<file path="src/rtl/relu_stage_ctrl.sv">
// rtl/relu_stage_ctrl.sv - activation-stage sequencer around an external reluArr
module relu_stage_ctrl #(
    parameter  int DATA_WIDTH = 8,
    parameter  int ARRAY_SIZE = 8,
    parameter  int CNT_WIDTH  = 10,
    localparam int ARR_W      = DATA_WIDTH * ARRAY_SIZE
) (
    input  logic                 clk,
    input  logic                 reset,
    // layer command and status
    input  logic                 start,
    input  logic [CNT_WIDTH-1:0] num_rows,
    input  logic                 relu_cfg,
    output logic                 busy,
    output logic                 done,
    // rows from the systolic-array result path
    input  logic                 in_valid,
    output logic                 in_ready,
    input  logic [ARR_W-1:0]     in_data,
    // external reluArr instance
    output logic                 relu_en,
    output logic [ARR_W-1:0]     relu_in,
    input  logic [ARR_W-1:0]     relu_out,
    // rows towards the output buffer
    output logic                 out_valid,
    input  logic                 out_ready,
    output logic [ARR_W-1:0]     out_data,
    output logic                 out_last
);

    typedef enum logic [1:0] {
        S_IDLE  = 2'd0,
        S_RUN   = 2'd1,
        S_DRAIN = 2'd2,
        S_DONE  = 2'd3
    } state_t;

    localparam logic [CNT_WIDTH-1:0] CNT_ONE = {{(CNT_WIDTH-1){1'b0}}, 1'b1};

    state_t               state_q;
    logic [CNT_WIDTH-1:0] cnt_q;
    logic [CNT_WIDTH-1:0] rows_q;
    logic                 cfg_q;
    logic                 busy_q;
    logic                 done_q;
    logic                 out_valid_q;
    logic                 out_last_q;
    logic [ARR_W-1:0]     out_data_q;

    logic                 run_d;
    logic                 in_ready_d;
    logic                 accept_d;
    logic                 out_hs_d;
    logic                 last_row_d;
    logic [ARR_W-1:0]     row_d;

    // Handshake decode: one output register, so ready passes through when it empties this cycle
    always_comb begin
        run_d      = (state_q == S_RUN);
        in_ready_d = run_d && (!out_valid_q || out_ready);
        accept_d   = in_valid && in_ready_d;
        out_hs_d   = out_valid_q && out_ready;
        last_row_d = (cnt_q == (rows_q - CNT_ONE));
        // reluArr zeroes everything when disabled, so bypass has to select the raw row here
        row_d      = cfg_q ? relu_out : in_data;
    end

    assign in_ready  = in_ready_d;
    assign relu_en   = run_d && cfg_q;
    assign relu_in   = in_data;
    assign busy      = busy_q;
    assign done      = done_q;
    assign out_valid = out_valid_q;
    assign out_last  = out_last_q;
    assign out_data  = out_data_q;

    // Layer FSM together with the output row register and status flags
    always_ff @(posedge clk) begin
        if (reset) begin
            state_q     <= S_IDLE;
            cnt_q       <= '0;
            rows_q      <= '0;
            cfg_q       <= 1'b0;
            busy_q      <= 1'b0;
            done_q      <= 1'b0;
            out_valid_q <= 1'b0;
            out_last_q  <= 1'b0;
            out_data_q  <= '0;
        end else begin
            case (state_q)
                S_IDLE: begin
                    if (start) begin
                        busy_q <= 1'b1;
                        if (num_rows != '0) begin
                            rows_q  <= num_rows;
                            cfg_q   <= relu_cfg;
                            cnt_q   <= '0;
                            state_q <= S_RUN;
                        end else begin
                            // empty layer: report completion immediately
                            done_q  <= 1'b1;
                            state_q <= S_DONE;
                        end
                    end
                end
                S_RUN: begin
                    if (accept_d) begin
                        out_data_q  <= row_d;
                        out_valid_q <= 1'b1;
                        out_last_q  <= last_row_d;
                        cnt_q       <= cnt_q + CNT_ONE;
                        if (last_row_d) begin
                            state_q <= S_DRAIN;
                        end
                    end else if (out_hs_d) begin
                        out_valid_q <= 1'b0;
                        out_last_q  <= 1'b0;
                    end
                end
                S_DRAIN: begin
                    // wait for the final row to leave before reporting completion
                    if (out_hs_d) begin
                        out_valid_q <= 1'b0;
                        out_last_q  <= 1'b0;
                        done_q      <= 1'b1;
                        state_q     <= S_DONE;
                    end
                end
                S_DONE: begin
                    done_q  <= 1'b0;
                    busy_q  <= 1'b0;
                    state_q <= S_IDLE;
                end
                default: begin
                    state_q <= S_IDLE;
                end
            endcase
        end
    end

endmodule

</file>
<file path="config.mk">
export PLATFORM = sky130hd
export DESIGN_NAME = relu_stage_ctrl
export DESIGN_NICKNAME = d
export VERILOG_FILES = /design/src/rtl/relu_stage_ctrl.sv
export SDC_FILE = /design/constraint.sdc
export NUM_CORES = 1
export LEC_CHECK = 0
export ABC_AREA = 0
export CAP_MARGIN = 20
export CORE_UTILIZATION = 30
export DETAILED_ROUTE_END_ITERATION = 8
export GPL_ROUTABILITY_DRIVEN = 1
export PLACE_DENSITY_LB_ADDON = 0.2
export SLEW_MARGIN = 30
export SYNTH_ARGS = -nofsm -noshare
export SYNTH_HDL_FRONTEND = slang
export SYNTH_SLANG_ARGS = --single-unit
</file>
<file path="constraint.sdc">
create_clock -name clk -period 3.2 [get_ports clk]
set_input_delay 0.8 -clock clk [delete_from_list [all_inputs] [get_ports clk]]
set_output_delay 0.8 -clock clk [all_outputs]
set_load 0.05 [all_outputs]
</file>
==> impl_metrics.json <==
{
  "outcome": "finished, final reports clean",
  "syn2layout_area_growth_pct": 53.5,
  "reg2reg_to": "state_q[1]",
  "reg2reg_depth": 7,
  "drt-total-wl_mm": 15.7,
  "synth_ff_type": "dfxtp_1",
  "max_freq_mhz": 352,
  "htree_levels": 3,
  "finalNetCount": 898,
  "p_leak_nw": 2.76,
  "fin_ws_ps": 359,
  "slowest_stage": "clkdlybuf4s50_1",
  "ir_worst_vdd_mv": 0.274,
  "finalPower_mw": 5.16,
  "synth_seq_cells": 91,
  "r2r_start": "rows_q[2]",
  "cts_hold_buf": 0,
  "antenna_found_initial": 0,
  "ant_nets": 0,
  "synth_common_cells": "99 x nor2_1, 91 x dfxtp_1, 77 x mux2i_1",
  "report.final.slew_viol_count": 0,
  "worst_setup_path_end_kind": "output pin",
  "cts_made_buffers": 9,
  "slew_headroom_pct": 40.7,
  "async_reset_ff_share_pct": 0,
  "fin_crit_sh_pct": 88.8,
  "io_buffer_count": 277,
  "die_area_sq_um": 16800,
  "synthTopCellsByArea": "dfxtp_1 37%, mux2i_1 16%, a211oi_1 9.8%, buf_4 9.8%, nor2_1 7.6%",
  "start_util_pct": 30.7,
  "synth_area_per_cell_sq_um": 8.81,
  "min_period_ps": 2840,
  "grt_pass1_wl_mm": 23.7,
  "syn_nets": 704,
  "diodes": 0,
  "via_per_inst": 4.75,
  "crit_arrival_ps": 2040,
  "dieHeight_microns": 130,
  "yosysTopAreaCell": "dfxtp_1",
  "clkSinkCount": 91,
  "required_ps": 2400,
  "gp_congestion": 0.775,
  "hold_depth": 2,
  "die_w_microns": 130,
  "yosysMostFrequentCell": "nor2_1",
  "grt_usage_pct": 18.5,
  "grt_max_degree": 117,
  "cap_viol_max_count": 0,
  "cts_tree": "built",
  "critPathKind": "register to output pin",
  "whs_endpoint": "out_last",
  "coreArea_sq_um": 15900,
  "tightestPinTransition_ps": 889,
  "rows": 46,
  "crit_path_cell_trace": "inv_1 > ha_1 > and2_1 > clkdlybuf4s50_1",
  "cts.path.max_buffers": 2,
  "start_kind": "register",
  "fillers": 1564,
  "cpPeakStageDelay_ps": 820,
  "tns_ps": 0,
  "synth_cell_types": 47,
  "boundaryPins": 278,
  "wl_per_cell_microns": 16.2,
  "clkLatencyLatePin_ps": 340,
  "setup_viol": 0,
  "crit_family": "buffers and inverters",
  "postCtsSetupBuffers": 0,
  "synth_top_area_share_pct": 37.3,
  "dp_hpwl_mm": 12.2,
  "rrSetupSlack_ps": 910,
  "first_global_vias": 4567,
  "hp-class": "register to register",
  "postCtsResizedCells": 0,
  "via_count": 4606,
  "cts-root-buf": "clkbuf_16",
  "dp_worst_setup_slack_ps": 378,
  "post-route-util_pct": 47.2,
  "hold_viol": 0,
  "seq_area_frac_synth_pct": 37.3,
  "critPathBufInv": 2,
  "placed_area_sq_um": 7220,
  "fin_skew_ps": 9.40,
  "syn-instance-count": 554,
  "overflow": 0,
  "netlist_area_sq_um": 4880,
  "drt-initial-drc-count": 214,
  "ys_warn_count": 0,
  "critPathMaxFanout": 6,
  "dr.pass1.iters": 4,
  "rsz0062_at_grt": "false",
  "drc": 0,
  "pwr_density_cell_nw_per_um2": 689,
  "stdcell_area_sq_um": 7500,
  "synth_edf_count": 0,
  "min-delay-start": "out_last",
  "clk_pin_slew_ps": 70,
  "drive_above_1_share_pct": 12.6
}
==> how the worst max path moves through the flow <==
| stage | slack, ps | startpoint | to | depth (start not counted) |
|---|---|---|---|---|
| after floorplan | 850 | cfg_q | relu_en | 4 |
| after global placement | 440 | num_rows[0] | cnt_q[9] | 8 |
| after detailed placement | 380 | num_rows[0] | cnt_q[7] | 8 |
| after CTS | 320 | state_q[1] | relu_en | 4 |
| after global routing | 250 | state_q[1] | relu_en | 4 |
| final | 360 | state_q[1] | relu_en | 4 |
==> state kept, by name, indices dropped and copies added, names as in the netlist <==
| name | cells |
|---|---|
| out_last | 1 |
| done | 1 |
| cfg_q | 1 |
| out_valid | 1 |
| busy | 1 |
| out_data | 64 |
| rows_q | 10 |
| state_q | 2 |
| cnt_q | 10 |
==> power breakdown <==
| part | internal [mW] | switching [mW] | total (mW) | leakage (nW) |
|---|---|---|---|---|
| Sequential | 1.36 | 0.156 | 1.51 | 0.744 |
| Combinational | 0.990 | 1.62 | 2.61 | 1.87 |
| Clock | 0.605 | 0.435 | 1.04 | 0.138 |
| Total | 2.95 | 2.21 | 5.16 | 2.76 |
==> through the flow <==
step / hold slack [ps] / std cells
finish: 481 / 969
global route: 517 / 969
floorplan: 482 / 554
CTS: 484 / 969
detailed placement: 470 / 953
global placement: 473 / 953
==> area by class of cell <==
type                    instances  area [sq um]  share of cell area [%]
clock inverters                 3          40.0                   0.534
inverters                      12          45.0                   0.601
clock buffers                  13           240                    3.20
multi-input cells             350          2390                    31.9
well taps                     216           270                    3.61
repair buffers                284          2680                    35.8
flip-flops and latches         91          1830                    24.4
==> layer usage <==
layer	wire length [microns]	vias up	GRT usage, %	share of wire (%)
met4	196	0	5.75	1.2
li1	-	2290	-	-
met3	942	14	4.58	6.0
met5	0	-	0	0
met2	8300	161	33.7	53
met1	6280	2141	21.2	40
==> logic make-up (layout without fill, tap and decap cells) <==
| group | count (synthesis) | count (layout) | share of synthesized area [%] |
|---|---|---|---|
| DFF | 91 | 91 | 37.3 |
| and+or+nand+nor | 150 | 150 | 13.7 |
| buffers and inverters | 113 | 312 | 13.8 |
| AOI/OAI and AO/OA | 100 | 100 | 14.8 |
| xor gates and xnor gates | 17 | 17 | 3.05 |
| muxes | 77 | 77 | 15.8 |
| adders and majority gates | 6 | 6 | 1.54 |
==> worst min-delay path, cell delays in order (launching register included) <==
cell and delay, ps:
dfxtp_1 310, o21ai_0 70, a21oi_1 60
==> layout by cell type (no fill, tap or decap), types with 8 or more instances in the layout <==
master,n
nor2_1,99
clkdlybuf4s50_1,211
a21oi_1,12
a211oi_1,64
inv_1,12
nand2_1,15
buf_4,70
mux2i_1,77
xnor2_1,8
xor2_1,9
clkbuf_16,9
dfxtp_1,90
Note: power is estimated with default switching activity, not from simulation.
